==> src/rtl/oc8051_ifetch_x_if.sv <==
// oc8051_ifetch_x_if: core-side fetch handshake plus 8-bit external ROM bus
// for the oc8051 external instruction fetch unit.
//   istb_i/iadr_i        : 3-byte window request from the core
//   op1_x..op3_x, iack_o : fetched window bytes and one-cycle acknowledge
//   wbi_*                : Wishbone-style byte read bus toward external ROM
// modport master : the fetch unit itself
// modport slave  : the environment (core side and ROM side)
interface oc8051_ifetch_x_if;
   logic        istb_i;
   logic [15:0] iadr_i;
   logic [7:0]  op1_x;
   logic [7:0]  op2_x;
   logic [7:0]  op3_x;
   logic        iack_o;
   logic [15:0] wbi_adr_o;
   logic [7:0]  wbi_dat_i;
   logic        wbi_cyc_o;
   logic        wbi_stb_o;
   logic        wbi_ack_i;

   modport master (
      input  istb_i, iadr_i, wbi_dat_i, wbi_ack_i,
      output op1_x, op2_x, op3_x, iack_o, wbi_adr_o, wbi_cyc_o, wbi_stb_o
   );

   modport slave (
      output istb_i, iadr_i, wbi_dat_i, wbi_ack_i,
      input  op1_x, op2_x, op3_x, iack_o, wbi_adr_o, wbi_cyc_o, wbi_stb_o
   );
endinterface

==> src/rtl/oc8051_ifetch_x.sv <==
// oc8051_ifetch_x: external instruction fetch unit. Turns 3-byte window
// requests into byte reads on the external ROM bus, keeping a 3-byte window
// buffer so bytes overlapping the previous window are not refetched.
// Ports:
//   clk  : clock
//   rst  : asynchronous, active-high reset
//   ifc  : oc8051_ifetch_x_if.master (core request/ack + ROM bus)
// Build option: OC8051_IFETCH_REUSE_EN enables exact-hit and shift-reuse;
// without it every request refetches all three bytes.
module oc8051_ifetch_x (
   input  logic                     clk,
   input  logic                     rst,
   oc8051_ifetch_x_if.master        ifc
);

   localparam int unsigned AW = 16;
   localparam int unsigned DW = 8;

   typedef enum logic [1:0] {
      ST_IDLE  = 2'd0,
      ST_FETCH = 2'd1,
      ST_ACK   = 2'd2
   } state_e;

   state_e                state_q;
   logic [AW-1:0]         base_q;
   logic [2:0][DW-1:0]    w_q;
   logic [2:0]            v_q;
   logic [1:0]            idx_q;
   logic [DW-1:0]         op1_q, op2_q, op3_q;
   logic                  iack_q;
   logic                  cyc_q;
   logic                  stb_q;
   logic [AW-1:0]         adr_q;

   // Window as it would look after rebasing to iadr_i
   logic [2:0][DW-1:0]    w_d;
   logic [2:0]            v_d;
   logic                  hit_d;
   logic [1:0]            start_d;

`ifdef OC8051_IFETCH_REUSE_EN
   logic [AW-1:0]         diff_d;
`endif

   // Rebase lookup. Valid bits always form a prefix (fetches run upward from
   // the first invalid index), so a shift keeps whatever prefix survives and
   // fetching resumes at the first hole; offset 0 with a partial window (after
   // an abort) therefore refetches only the missing tail.
   always_comb begin
      w_d = w_q;
      v_d = 3'b000;
`ifdef OC8051_IFETCH_REUSE_EN
      diff_d = ifc.iadr_i - base_q;
      case (diff_d)
         16'd0: begin
            v_d = v_q;
         end
         16'd1: begin
            w_d[0] = w_q[1];
            w_d[1] = w_q[2];
            v_d    = {1'b0, v_q[2:1]};
         end
         16'd2: begin
            w_d[0] = w_q[2];
            v_d    = {2'b00, v_q[2]};
         end
         default: v_d = 3'b000;
      endcase
`endif
      hit_d = &v_d;
      if (!v_d[0])      start_d = 2'd0;
      else if (!v_d[1]) start_d = 2'd1;
      else              start_d = 2'd2;
   end

   // Fetch state machine with registered outputs
   always_ff @(posedge clk or posedge rst) begin
      if (rst) begin
         state_q <= ST_IDLE;
         base_q  <= '0;
         w_q     <= '0;
         v_q     <= '0;
         idx_q   <= '0;
         op1_q   <= '0;
         op2_q   <= '0;
         op3_q   <= '0;
         iack_q  <= 1'b0;
         cyc_q   <= 1'b0;
         stb_q   <= 1'b0;
         adr_q   <= '0;
      end else begin
         iack_q <= 1'b0;
         case (state_q)
            ST_IDLE: begin
               if (ifc.istb_i) begin
                  base_q <= ifc.iadr_i;
                  w_q    <= w_d;
                  v_q    <= v_d;
                  if (hit_d) begin
                     state_q <= ST_ACK;
                     iack_q  <= 1'b1;
                     op1_q   <= w_d[0];
                     op2_q   <= w_d[1];
                     op3_q   <= w_d[2];
                  end else begin
                     state_q <= ST_FETCH;
                     idx_q   <= start_d;
                     adr_q   <= ifc.iadr_i + AW'(start_d);
                     cyc_q   <= 1'b1;
                     stb_q   <= 1'b1;
                  end
               end
            end
            ST_FETCH: begin
               if (ifc.wbi_ack_i) begin
                  w_q[idx_q] <= ifc.wbi_dat_i;
                  v_q[idx_q] <= 1'b1;
                  if (!ifc.istb_i) begin
                     // Request withdrawn: keep the captured byte, no ack
                     state_q <= ST_IDLE;
                     cyc_q   <= 1'b0;
                     stb_q   <= 1'b0;
                  end else if (idx_q == 2'd2) begin
                     state_q <= ST_ACK;
                     cyc_q   <= 1'b0;
                     stb_q   <= 1'b0;
                     iack_q  <= 1'b1;
                     op1_q   <= w_q[0];
                     op2_q   <= w_q[1];
                     op3_q   <= ifc.wbi_dat_i;
                  end else begin
                     idx_q <= idx_q + 2'd1;
                     adr_q <= base_q + AW'(idx_q + 2'd1);
                  end
               end
            end
            ST_ACK: begin
               state_q <= ST_IDLE;
            end
            default: begin
               state_q <= ST_IDLE;
               cyc_q   <= 1'b0;
               stb_q   <= 1'b0;
            end
         endcase
      end
   end

   assign ifc.op1_x     = op1_q;
   assign ifc.op2_x     = op2_q;
   assign ifc.op3_x     = op3_q;
   assign ifc.iack_o    = iack_q;
   assign ifc.wbi_adr_o = adr_q;
   assign ifc.wbi_cyc_o = cyc_q;
   assign ifc.wbi_stb_o = stb_q;

endmodule

==> src/flat_wrapper.sv <==
// flat-port wrapper written by rule: the top's interface ports become plain ports
module oc8051_ifetch_x_flat 
  (clk, rst, ifc_istb_i, ifc_iadr_i, ifc_wbi_dat_i, ifc_wbi_ack_i, ifc_op1_x, ifc_op2_x, ifc_op3_x, ifc_iack_o, ifc_wbi_adr_o, ifc_wbi_cyc_o, ifc_wbi_stb_o);
  oc8051_ifetch_x_if ifc_i ();
  input  logic clk;
  input  logic rst;
  input wire logic [$bits(ifc_i.istb_i)-1:0] ifc_istb_i;
  input wire logic [$bits(ifc_i.iadr_i)-1:0] ifc_iadr_i;
  input wire logic [$bits(ifc_i.wbi_dat_i)-1:0] ifc_wbi_dat_i;
  input wire logic [$bits(ifc_i.wbi_ack_i)-1:0] ifc_wbi_ack_i;
  output wire logic [$bits(ifc_i.op1_x)-1:0] ifc_op1_x;
  output wire logic [$bits(ifc_i.op2_x)-1:0] ifc_op2_x;
  output wire logic [$bits(ifc_i.op3_x)-1:0] ifc_op3_x;
  output wire logic [$bits(ifc_i.iack_o)-1:0] ifc_iack_o;
  output wire logic [$bits(ifc_i.wbi_adr_o)-1:0] ifc_wbi_adr_o;
  output wire logic [$bits(ifc_i.wbi_cyc_o)-1:0] ifc_wbi_cyc_o;
  output wire logic [$bits(ifc_i.wbi_stb_o)-1:0] ifc_wbi_stb_o;
  assign ifc_i.istb_i = ifc_istb_i;
  assign ifc_i.iadr_i = ifc_iadr_i;
  assign ifc_i.wbi_dat_i = ifc_wbi_dat_i;
  assign ifc_i.wbi_ack_i = ifc_wbi_ack_i;
  assign ifc_op1_x = ifc_i.op1_x;
  assign ifc_op2_x = ifc_i.op2_x;
  assign ifc_op3_x = ifc_i.op3_x;
  assign ifc_iack_o = ifc_i.iack_o;
  assign ifc_wbi_adr_o = ifc_i.wbi_adr_o;
  assign ifc_wbi_cyc_o = ifc_i.wbi_cyc_o;
  assign ifc_wbi_stb_o = ifc_i.wbi_stb_o;
  oc8051_ifetch_x u_core (.clk(clk), .rst(rst), .ifc(ifc_i));
endmodule
==> config.mk <==
export PLATFORM = sky130hd
export DESIGN_NAME = oc8051_ifetch_x_flat
export DESIGN_NICKNAME = d
export VERILOG_FILES = /design/src/rtl/oc8051_ifetch_x_if.sv /design/src/rtl/oc8051_ifetch_x.sv /design/src/flat_wrapper.sv
export SDC_FILE = /design/constraint.sdc
export NUM_CORES = 1
export LEC_CHECK = 0
export ABC_AREA = 1
export CAP_MARGIN = 5
export CORE_AREA = 2 2 99 101
export DETAILED_ROUTE_END_ITERATION = 16
export DIE_AREA = 0 0 101 103
export DONT_BUFFER_PORTS = 1
export GPL_TIMING_DRIVEN = 0
export PLACE_DENSITY = 0.52
export SYNTH_ARGS = -nofsm -noshare
export SYNTH_HDL_FRONTEND = slang
export SYNTH_SLANG_ARGS = --single-unit
export TNS_END_PERCENT = 1
==> constraint.sdc <==
create_clock -name clk -period 2.1 [get_ports clk]
set_clock_uncertainty 0.2 [all_clocks]
set_input_delay 0.105 -clock clk [delete_from_list [all_inputs] [get_ports clk]]
set_output_delay 0.105 -clock clk [all_outputs]
set_load 0.05 [all_outputs]
* After elaboration in Yosys (flattened, before gate mapping)
Cells that the tools add are included.
** Cells by class
- Divide/modulo/power cells :: 0
- Muxes and demuxes :: 27
- Reductions and logical operators :: 9
- Shifts and indexed selects :: 0
- Magnitude comparators :: 2
- Eq/ne operators :: 8
- $add $sub $neg :: 3
- Bitwise operators :: 1
- Multipliers :: 0
** Operators with widths (count)
- two-way mux 16 bit :: 4
- case mux 16 bit (2 select lines) :: 1
- bitwise mux 24 bit :: 1
- adder 16 bit :: 1
- demux 8 bit (select 2 bit) :: 1
- two-way mux 2 bit :: 8
- two-way mux 1 bit :: 8
- two-way mux 8 bit :: 1
- inequality test 2 bit (second input constant) :: 4
- case mux 2 bit (2 select lines) :: 2
- AND reduction 4 bit :: 2
- AND reduction 5 bit :: 1
- equality test 2 bit (second input constant) :: 2
- AND reduction 2 bit :: 2
- adder 2 x 1 -> 3 bit (second input constant) :: 1
- < comparator 2 x 3 -> 1 bit (second input constant) :: 1
- inequality test 3 x 2 -> 1 bit (second input constant) :: 1
- case mux 1 bit (3 select lines) :: 1
- AND reduction 3 bit :: 1
- adder 2 x 1 -> 2 bit (second input constant) :: 1
- equality test 2 x 1 -> 1 bit (second input constant) :: 1
- >= comparator 2 x 1 -> 1 bit (second input constant) :: 1
- logical NOT 2 bit :: 1
- nonzero test 2 bit :: 1
- 2 further kinds :: 2
** Word-level totals
- Output and inout port bits :: 43
- Memories kept :: 0
- Bits in writable memories :: 0
- Input bits :: 28
- Memory bits (read-only) :: 0
- Latch bits :: 0
- Word-level logic and storage cells :: 62
- Register bits after elaboration :: 86

* Logic depth before layout (Yosys ltp)
Gate-level depths: netlist of run 1.
- Word-level depth :: 6
- Depth in mapped cells :: 12
- Gate-level depth less buffers :: 12

* Least setup slack after synthesis of run 1
Ideal clock, no wire load.
- Kind :: reg-to-reg
- From :: reg u_core.idx_q[0]
- To :: reg u_core.adr_q[12], in the netlist u_core.ifc.wbi_adr_o[12]
- Slack :: -0.130 ns
- Period minus slack after synthesis :: 2.230 ns
- Arrival :: 1.912 ns
- Library setup time :: 0.118 ns
- Path buffers :: 0
- Cell stages (with the launch flop) :: 13
- Data required time :: 1.782 ns
- Cells stage by stage :: dfrtp_1 > inv_1 > ha_1 > inv_1 > fa_1 > inv_1 > nand2_1 > a21boi_2 > nand3_1 > nand2_1 > nand3_1 > nand2_1 > nand2_1
** Between the ends
- Longest elaborated chain between the ends :: 6
- Elaborated cells between the ends (all ways) :: 9
- Those cells by class :: 2 x add/sub; 2 x eq/ne; 4 x mux; 1 x reduce/logical
** Ends and longest elaborated chain
- start: declaration :: line oc8051_ifetch_x.sv:29 : logic [1:0] idx_q;
- start signal: assignment :: line oc8051_ifetch_x.sv:108 : idx_q <= start_d;
- start signal: assignment :: line oc8051_ifetch_x.sv:133 : idx_q <= idx_q + 2'd1;
- adder 2 x 1 -> 3 bit :: line oc8051_ifetch_x.sv:134 : adr_q <= base_q + AW'(idx_q + 2'd1);
- adder 16 bit :: line oc8051_ifetch_x.sv:134
- two-way mux 16 bit :: line oc8051_ifetch_x.sv:124 : end else if (idx_q == 2'd2) begin
- two-way mux 16 bit :: line oc8051_ifetch_x.sv:119 : if (!ifc.istb_i) begin
- two-way mux 16 bit :: line oc8051_ifetch_x.sv:116 : if (ifc.wbi_ack_i) begin
- case mux 16 bit (2 select lines) :: line oc8051_ifetch_x.sv:94 : case (state_q)
- end signal: assignment :: line oc8051_ifetch_x.sv:109 : adr_q <= ifc.iadr_i + AW'(start_d);
- end signal: assignment :: line oc8051_ifetch_x.sv:134
- end: declaration :: line oc8051_ifetch_x.sv:34 : logic [AW-1:0] adr_q;
Parallel ways exist; a longest one is shown, timed or not. The select of a mux whose other input is x is not followed.
A chain may end at the register's enable or synchronous reset.

* Worst setup path in the final report of run 1
Ends and elaborated chain as after synthesis.

==> results of run 1 <==
## final cells by class
cell class,instances,area share (%)
flip-flops and latches,78,44.2
multi-input cells,273,32.6
repair buffers,33,7.70
inverters,65,5.66
well taps,114,3.23
clock buffers,10,2.89
plain buffers,15,2.12
clock inverters,6,1.61
## logic make-up after synthesis
kind of cell | after synthesis | synth area share, %
compound gates | 82 | 12.0
flops | 78 | 53.4
simple gates | 176 | 20.5
fa+ha+maj | 8 | 2.94
xor+xnor | 3 | 0.718
buf+inv | 80 | 9.30
mux | 4 | 1.23
## worst max-delay path, stage by stage, from the launching register on
cell	delay [ns]
dfrtp_1	0.38
inv_2	0.07
ha_4	0.28
inv_2	0.04
fa_2	0.32
inv_2	0.09
nand2_2	0.06
a21boi_4	0.25
buf_4	0.15
nand4_1	0.06
nand3_1	0.10
nand2_1	0.06
nand2_1	0.05
## cell usage in the layout (no fill, tap or decap), types with 3 or more instances in the layout
| master | count |
|---|---|
| buf_2 | 6 |
| a21oi_1 | 25 |
| nand2_1 | 119 |
| clkbuf_1 | 4 |
| dlygate4sd3_1 | 27 |
| o21ai_1 | 20 |
| buf_4 | 8 |
| ha_1 | 4 |
| nand3_1 | 19 |
| inv_1 | 57 |
| o21ai_0 | 30 |
| nand4_1 | 4 |
| nand2_2 | 4 |
| mux2_2 | 4 |
| dfrtp_1 | 78 |
| clkbuf_8 | 9 |
| nor2_4 | 3 |
| inv_2 | 6 |
| nor2_1 | 19 |
| clkinvlp_4 | 3 |
## flip-flops by register name, indices dropped and copies added, names as in the netlist, 2 cells and up
register	flops
u_core.base_q	16
u_core.ifc.wbi_adr_o	16
u_core.w_d	16
u_core.ifc.op1_x	8
u_core.ifc.op2_x	8
u_core.ifc.op3_x	8
u_core.idx_q	2
u_core.state_q	2
## stage by stage
stage	util (%)	worst slack, ns	hold WS, ns	instance area (µm²)
floorplan	-	-0.130	0.0554	3660
global placement	40.2	-0.375	0.0565	3800
detailed placement	40.6	-0.414	-0.154	3840
CTS	46.5	-0.0994	0.0787	4400
global route	46.7	-0.197	0.0994	4420
finish	46.7	-0.0632	0.0721	4420
## synthesized netlist by cell type (2+ instances only)
| cell | instances |
|---|---|
| a21oi_1 | 26 |
| a31oi_1 | 2 |
| buf_2 | 6 |
| buf_4 | 4 |
| buf_6 | 2 |
| clkbuf_1 | 3 |
| dfrtp_1 | 78 |
| ha_1 | 7 |
| inv_1 | 62 |
| inv_2 | 2 |
| mux2_2 | 4 |
| nand2_1 | 121 |
| nand2_2 | 2 |
| nand3_1 | 21 |
| nand4_1 | 4 |
| nor2_1 | 23 |
| o21ai_0 | 31 |
| o21ai_1 | 19 |
| xnor2_1 | 2 |
## how the worst min path moves through the flow
| stage | from | endpoint | slack, ns | depth (start not counted) |
|---|---|---|---|---|
| finish | rst | u_core.ifc.op3_x[4] | 0.07 | 2 |
| CTS | rst | u_core.ifc.op3_x[4] | 0.08 | 2 |
| global placement | ifc_iadr_i[4] | u_core.base_q[4] | 0.06 | 1 |
| detailed placement | rst | u_core.ifc.op3_x[4] | -0.15 | 1 |
| floorplan | ifc_iadr_i[0] | u_core.base_q[0] | 0.06 | 1 |
| global route | rst | u_core.ifc.op3_x[4] | 0.1 | 2 |
## power by group through the flow
stage               Sequential, W  Combinational (W)  Clock [W]
floorplan                 0.00403            0.00168          0
global placement          0.00417            0.00205          0
detailed placement        0.00419            0.00210          0
CTS                       0.00417            0.00233    0.00118
global route              0.00429            0.00271    0.00124
finish                    0.00416            0.00233    0.00115
## timing repair
action / 4_1_cts / 5_1_grt
endpoints found under the setup margin: 13 / 29
buffers inserted: 3 / 1
endpoints found under the hold margin: 138 / 0
hold buffers: 27 / 0
pin swaps: 5 / 3
resized for setup: 16 / 5
## layer usage
layer | vias up | global-route usage (%) | wire length, µm
met5 | - | 0 | 0
met4 | 0 | 4.89 | 127
met3 | 12 | 4.88 | 343
met2 | 55 | 30.0 | 4180
met1 | 1327 | 22.1 | 3880
li1 | 1451 | - | -
==> impl_metrics.csv, run 1 <==
group,metric,value,unit
outcome,status,"complete, but fails checks",
outcome,violations,"setup timing",
pwr,intPower,0.00369,W
worst_setup_path,setup.worst_path.start,"u_core.idx_q[0]",
synth,ys_dominant_reg_cell,"dfrtp_1",
synth,yosys_warnings,0,
floorplan,core-area,9460,µm²
synth,syn_area,3660,µm²
worst_setup_path,critPathMaxFanout,7,
grt,grt_pass1_vias,2915,
timing,slew_headroom,61.1,%
drt,finalWirelength,8.54,mm
timing,rsz0062_at_grt,"yes",
pwr,power_frac_clock,15.1,%
worst_setup_path,required,2.19,ns
cts,clk_pin_slew_worst_paths,0.09,ns
cts,htree_levels,3,
worst_setup_path,crit_path_start_kind,"flip-flop",
synth,syn_avg_cell_area,8.49,µm²
pwr,leakage,2.14,nW
timing,setup_ws,-0.0632,ns
timing,finalCritPeriodShare,103,%
grt,grt_max_degree,35,
drt,drtPass1Iterations,4,
drt,vias,2845,
pwr,power.share.sequential,54.4,%
grt,grt_usage,17.6,%
timing,max_freq,0.462,GHz
floorplan,design.die.area,10400,µm²
worst_setup_path,endpoint,"u_core.ifc.wbi_adr_o[12]",
cts,cts_tree,"built",
synth,yosys.area.top_type_share,53.4,%
cells_and_area,area_delta_synth_final,20.8,%
flow_run,cap_violations,0,
worst_setup_path,cp.arrival,2.26,ns
grt,grt_pass1_wl,14.2,mm
worst_setup_path,endpoint_kind,"flip-flop",
floorplan,fp.dieH,103,µm
worst_setup_path,reg2reg_depth,12,
drt,drt_iter0_drc,67,
cts,cts_inserted_buffers,9,
place,gp_congestion,0.811,
floorplan,rows,36,
floorplan,io_pins,71,
synth,synth-edff-count,0,
synth,synth_area_leaders,"dfrtp_1, nand2_1, inv_1, o21ai_0, a21oi_1",
synth,yosys_register_bits,78,
pwr,comb_power_share,30.5,%
cts,clock-root-buffer,"clkbuf_8",
synth,syn_nets,467,
floorplan,die_w,101,µm
timing,finalSetupTns,-0.138,ns
synth,async_flop_share,100,%
timing,worst_pin_slew,0.583,ns
worst_setup_path,worstReg2RegStart,"u_core.idx_q[0]",
cts,clock-sinks,78,
pwr,peakVddDrop,709,µV
timing,finalHoldViolations,0,
grt,grt-ovfl-total,0,
drt,final_antenna_net_count,0,
cells_and_area,nets,511,
place,dp_cells,547,
synth,ys_types,31,
timing,min_period,2.16,ns
place,dp_hpwl,6.10,mm
drt,wire_per_inst,14.4,µm
cells_and_area,layout.cells.non_filler,594,
cells_and_area,seq_area,1950,µm²
cts,clk_path_buf_depth,2,
worst_setup_path,reg2reg_slack,-0.06,ns
grt,antenna_found_initial,0,
synth,yosys.area.top_type,"dfrtp_1",
cells_and_area,drive_above_1_share,13.8,%
cts,clock_latency,0.35,ns
pwr,p_sw_share,51.7,%
synth,synth_cells,431,
drt,drc,0,
cells_and_area,diodes,0,
synth,yosysSeqAreaShare,53.4,%
timing,drv_slew,0,
cells_and_area,multi_input_area,1440,µm²
pwr,switching_power,0.00395,W
floorplan,initial_core_util,38.7,%
timing,setup_viol,4,
worst_setup_path,critical_path_class,"flip-flop to flip-flop",
hold_path,hp-class,"input port to async pin",
worst_setup_path,r2r_end,"u_core.ifc.wbi_adr_o[12]",
pwr,power.density,1730,nW/µm²
pwr,power,0.00764,W
cells_and_area,n_fill_cell,946,
place,numPortBuffers,0,
drt,vias_per_cell,4.79,
(Power assumes the default switching activity.)
==> run 2, diff against run 1 <==
Settings changed: PLACE_DENSITY 0.52 to not set.
==> impl_metrics.csv, run 2 (synthesis gave the netlist of run 1 again) <==
group,metric,value,unit
outcome,violations,"setup timing",
worst_setup_path,required,2.17,ns
place,dp_hpwl,5.87,mm
hold_path,hp-class,"input port to async pin",
timing,setup_ws,-0.0926,ns
worst_setup_path,cpLargestDelayFamily,"adder cells",
outcome,status,"complete, but fails checks",
cts,clk_pin_slew_worst_paths,0.08,ns
timing,slew_headroom,43.7,%
pwr,peakVddDrop,869,µV
timing,max_freq,0.456,GHz
cts,clock_latency,0.34,ns
grt,grt_usage,17.7,%
worst_setup_path,crit_path_frequent_cell,"inv_2",
drt,drc,0,
timing,finalCritPeriodShare,104,%
floorplan,core-area,9460,µm²
cells_and_area,layout_common_cells,"nand2_1, dfrtp_1, inv_1, o21ai_0, dlygate4sd3_1",
place,gp_congestion,0.846,
timing,timing.hold.ws,0.202,ns
timing,finalHoldViolations,0,
cells_and_area,area_delta_synth_final,20.3,%
pwr,leakage,2.13,nW
grt,grt_max_degree,43,
cells_and_area,final_common_cell,"nand2_1",
drt,drtPass1Iterations,4,
drt,vias,2890,
worst_setup_path,max_stage_delay,0.39,ns
worst_setup_path,worstReg2RegStart,"u_core.idx_q[0]",
timing,drv_slew,0,
cells_and_area,diodes,0,
grt,grt-ovfl-total,0,
cells_and_area,nets,510,
drt,final_antenna_net_count,0,
cts,clock-sinks,78,
grt,grt_pass1_wl,14.5,mm
worst_setup_path,cp.arrival,2.26,ns
floorplan,io_pins,71,
worst_setup_path,slowest_stage,"dfrtp_1",
drt,wire_per_inst,14.3,µm
cts,htree_levels,3,
worst_setup_path,crit_path_start_kind,"flip-flop",
timing,worst_pin_slew,0.842,ns
timing,setup_viol,8,
floorplan,die_w,101,µm
worst_setup_path,reg2reg_depth,10,
worst_setup_path,endpoint_kind,"flip-flop",
pwr,power.density,1740,nW/µm²
timing,rsz0062_at_grt,"yes",
worst_setup_path,path_cells,"inv_2, ha_4, inv_2, fa_2, inv_2, nand2_2, a21boi_4, xor2_1, nand2_1, a21oi_1",
cts,clock-root-buffer,"clkbuf_8",
floorplan,rows,36,
worst_setup_path,r2r_end,"u_core.ifc.wbi_adr_o[4]",
cts,cts_tree,"built",
flow_run,cap_violations,0,
floorplan,design.die.area,10400,µm²
worst_setup_path,critPathBufInv,3,
cells_and_area,n_fill_cell,927,
timing,min_period,2.19,ns
place,numPortBuffers,0,
grt,antenna_found_initial,0,
grt,grt_pass1_vias,2997,
worst_setup_path,critical_path_class,"flip-flop to flip-flop",
drt,finalWirelength,8.46,mm
cells_and_area,drive_above_1_share,13.2,%
drt,drt_iter0_drc,87,
worst_setup_path,reg2reg_slack,-0.09,ns
drt,vias_per_cell,4.87,
worst_setup_path,critPathMaxFanout,7,
place,place_ws,-0.410,ns
cts,clk_path_buf_depth,2,
cts,cts_inserted_buffers,9,
floorplan,initial_core_util,38.7,%
floorplan,fp.dieH,103,µm
## run 2: repair_timing
action,in CTS,in global routing
pin swaps,6,7
setup endpoints to repair,13,37
hold buffers,27,0
buffers inserted,2,2
resized for setup,15,5
hold endpoints to repair,96,0
## run 2: through the flow
step | util [%] | cells | power, W | cell area (µm²) | setup TNS [ns]
finish | 46.5 | 593 | 0.00768 | 4400 | -0.484
floorplan | - | 431 | 0.00570 | 3660 | -0.495
CTS | 46.2 | 591 | 0.00767 | 4370 | -0.383
global placement | 40.2 | 545 | 0.00621 | 3800 | -3.20
global route | 46.5 | 593 | 0.00827 | 4400 | -5.12
detailed placement | 40.4 | 546 | 0.00630 | 3820 | -3.71
## run 2: area by class of cell
| cell class | count | area (µm²) | area share (%) |
|---|---|---|---|
| multi-input combinational | 273 | 1440 | 32.7 |
| timing repair buffer | 32 | 324 | 7.36 |
| clock buffer | 11 | 141 | 3.21 |
| sequential | 78 | 1950 | 44.3 |
| tap | 114 | 143 | 3.24 |
| buffer | 15 | 93.8 | 2.13 |
| clock inverter | 5 | 58.8 | 1.34 |
| inverter | 65 | 250 | 5.68 |
## run 2: how the worst max path moves through the flow
stage,from,to,slack [ns],cells after the start
finish,u_core.idx_q[0],u_core.ifc.wbi_adr_o[4],-0.09,10
global route,u_core.idx_q[0],u_core.ifc.wbi_adr_o[12],-0.24,12
CTS,u_core.idx_q[0],u_core.ifc.wbi_adr_o[12],-0.11,12
detailed placement,u_core.idx_q[0],u_core.ifc.wbi_adr_o[10],-0.41,12
global placement,u_core.idx_q[0],u_core.ifc.wbi_adr_o[12],-0.37,12
floorplan,u_core.idx_q[0],u_core.ifc.wbi_adr_o[12],-0.13,12
## run 2: per-layer routing
metal  track usage (%)  routed length (µm)  vias to the layer above
li1                  -                   -                     1443
met1              22.6                3810                     1354
met2              31.0                4070                       84
met3              2.98                 504                        9
met4              4.99                  80                        0
met5                 0                   0                        -
## run 2: power breakdown
group	internal [W]	total (W)	switching (W)
clock	0.000583	0.00115	0.000563
combinational	0.000961	0.00238	0.00142
sequential	0.00219	0.00416	0.00197
total	0.00373	0.00768	0.00395
==> run 3, diff against run 2 <==
Settings changed: REMOVE_ABC_BUFFERS set to 1.
==> impl_metrics.csv, run 3 (synthesis gave the netlist of run 1 again) <==
group,metric,value,unit
cells_and_area,layout_common_cells,"nand2_1, dfrtp_1, inv_1, o21ai_0, dlygate4sd3_1",
worst_setup_path,crit_path_frequent_cell,"nand2_1",
floorplan,core-area,9460,µm²
cts,clock_latency,0.35,ns
drt,wire_per_inst,13.8,µm
grt,grt_max_degree,46,
pwr,leakage,2.15,nW
timing,min_period,2.12,ns
pwr,power,0.00777,W
hold_path,hp-class,"input port to async pin",
worst_setup_path,path_cells,"inv_2, ha_4, inv_1, fa_2, inv_2, nand2_2, a21boi_4, nand3_2, nand2_1, nand3_1, nand2_1, nand2_1",
pwr,power_frac_clock,16.3,%
cts,htree_levels,3,
place,numPortBuffers,0,
drt,vias_per_cell,4.83,
drt,drtPass1Iterations,4,
timing,max_freq,0.471,GHz
floorplan,io_pins,71,
timing,finalHoldViolations,0,
drt,drc,0,
worst_setup_path,cp.arrival,2.16,ns
cts,cts_tree,"built",
pwr,power.share.sequential,54.0,%
cells_and_area,area_delta_synth_final,21.5,%
flow_run,cap_violations,0,
timing,worst_pin_slew,0.947,ns
floorplan,die_w,101,µm
worst_setup_path,required,2.13,ns
cts,clock-sinks,78,
place,gp_congestion,0.833,
outcome,status,"complete, but fails checks",
pwr,comb_power_share,29.8,%
worst_setup_path,cpLargestDelayFamily,"adder cells",
pwr,p_sw_share,50.7,%
worst_setup_path,critical_path_class,"flip-flop to flip-flop",
cts,clk_pin_slew_worst_paths,0.08,ns
cts,clk_path_buf_depth,2,
worst_setup_path,critPathMaxFanout,7,
timing,slew_headroom,36.9,%
cells_and_area,finalCoreUtilization,47.0,%
timing,timing.hold.ws,0.0644,ns
drt,drt_iter0_drc,94,
worst_setup_path,critPathBufInv,3,
cells_and_area,diodes,0,
cts,clock-root-buffer,"clkbuf_8",
grt,grt_pass1_wl,13.0,mm
pwr,power.density,1750,nW/µm²
drt,finalWirelength,8.07,mm
worst_setup_path,slowest_stage,"dfrtp_1",
pwr,intPower,0.00383,W
outcome,violations,"setup timing",
cts,cts_inserted_buffers,9,
cells_and_area,n_fill_cell,921,
timing,rsz0062_at_grt,"yes",
timing,drv_slew,0,
floorplan,design.die.area,10400,µm²
cells_and_area,nets,503,
pwr,peakVddDrop,698,µV
grt,grt_pass1_vias,2757,
cells_and_area,final_common_cell,"nand2_1",
timing,setup_viol,5,
grt,antenna_found_initial,0,
timing,finalCritPeriodShare,101,%
timing,setup_ws,-0.0219,ns
pwr,switching_power,0.00393,W
grt,grt-ovfl-total,0,
worst_setup_path,max_stage_delay,0.36,ns
worst_setup_path,endpoint_kind,"flip-flop",
drt,vias,2825,
worst_setup_path,crit_path_start_kind,"flip-flop",
floorplan,initial_core_util,38.7,%
floorplan,fp.dieH,103,µm
drt,final_antenna_net_count,0,
grt,grt_usage,15.9,%
place,dp_hpwl,5.16,mm
cells_and_area,drive_above_1_share,12.5,%
floorplan,rows,36,
-- run 3: changes by cell type in the layout (fill, tap and decap cells not counted), sizes merged --
cell / previous run / this run
buf: 17 / 10
bufinv: 1 / 2
clkinvlp: 3 / 0
inv: 64 / 66
clkbuf: 14 / 10
o21ai: 51 / 52
dlygate4sd3: 27 / 29
-- run 3: power groups by stage --
| stage | combinational, W | clock, W | sequential (W) |
|---|---|---|---|
| 5_1_grt | 0.00268 | 0.00137 | 0.00430 |
| 3_3_place_gp | 0.00189 | 0 | 0.00420 |
| 4_1_cts | 0.00211 | 0.00130 | 0.00419 |
| 2_1_floorplan | 0.00156 | 0 | 0.00406 |
| 6_report | 0.00231 | 0.00126 | 0.00419 |
| 3_5_place_dp | 0.00197 | 0 | 0.00422 |
-- run 3: path summary, 6_finish.rpt --
kind                                       from                       end  slack [ns]  depth (start not counted)
worst min register to register   u_core.w_d[15]       u_core.ifc.op2_x[7]        0.29                          2
worst max register to register  u_core.idx_q[0]  u_core.ifc.wbi_adr_o[10]       -0.02                         12
worst min-delay path                        rst       u_core.ifc.op3_x[4]        0.06                          2
worst max-delay path            u_core.idx_q[0]  u_core.ifc.wbi_adr_o[10]       -0.02                         12
max in group asynchronous                   rst  u_core.ifc.wbi_adr_o[10]        1.07                          3
min in group clk                  ifc_iadr_i[0]          u_core.base_q[0]        0.27                          2
-- run 3: layer usage --
| metal | GRT usage [%] | vias up | wire (µm) |
|---|---|---|---|
| met2 | 26.7 | 69 | 3860 |
| li1 | - | 1441 | - |
| met1 | 20.1 | 1304 | 3710 |
| met5 | 0 | - | 0 |
| met4 | 5.30 | 0 | 89 |
| met3 | 4.00 | 11 | 408 |
-- run 3: final cells by class --
type                    instances  area [µm²]  share of cell area [%]
repair buffers                 39         413                    9.29
well taps                     114         143                    3.21
clock inverters                 5        82.6                    1.86
flip-flops and latches         78        1950                    43.9
inverters                      65         249                    5.60
multi-input cells             274        1470                    33.0
clock buffers                  10         138                    3.10
-- run 3: timing repair --
item                                   4_1_cts  5_1_grt
gates resized for setup                      6       17
gates cloned                                 0        1
setup endpoints to repair                   41       32
hold buffers                                28        1
endpoints found under the hold margin      138       18
pin swaps                                    2        7
setup buffers                                3        4
-- run 3: through the flow --
step	setup WS (ns)	cell area (µm²)	cells	setup TNS [ns]
after floorplan	-0.390	3560	416	-25.57
after global placement	-1.14	3710	530	-115.90
after detailed placement	-0.369	3770	533	-8.05
after CTS	-0.266	4320	579	-3.31
after global routing	-0.214	4440	585	-1.73
final	-0.0219	4440	585	-0.0939
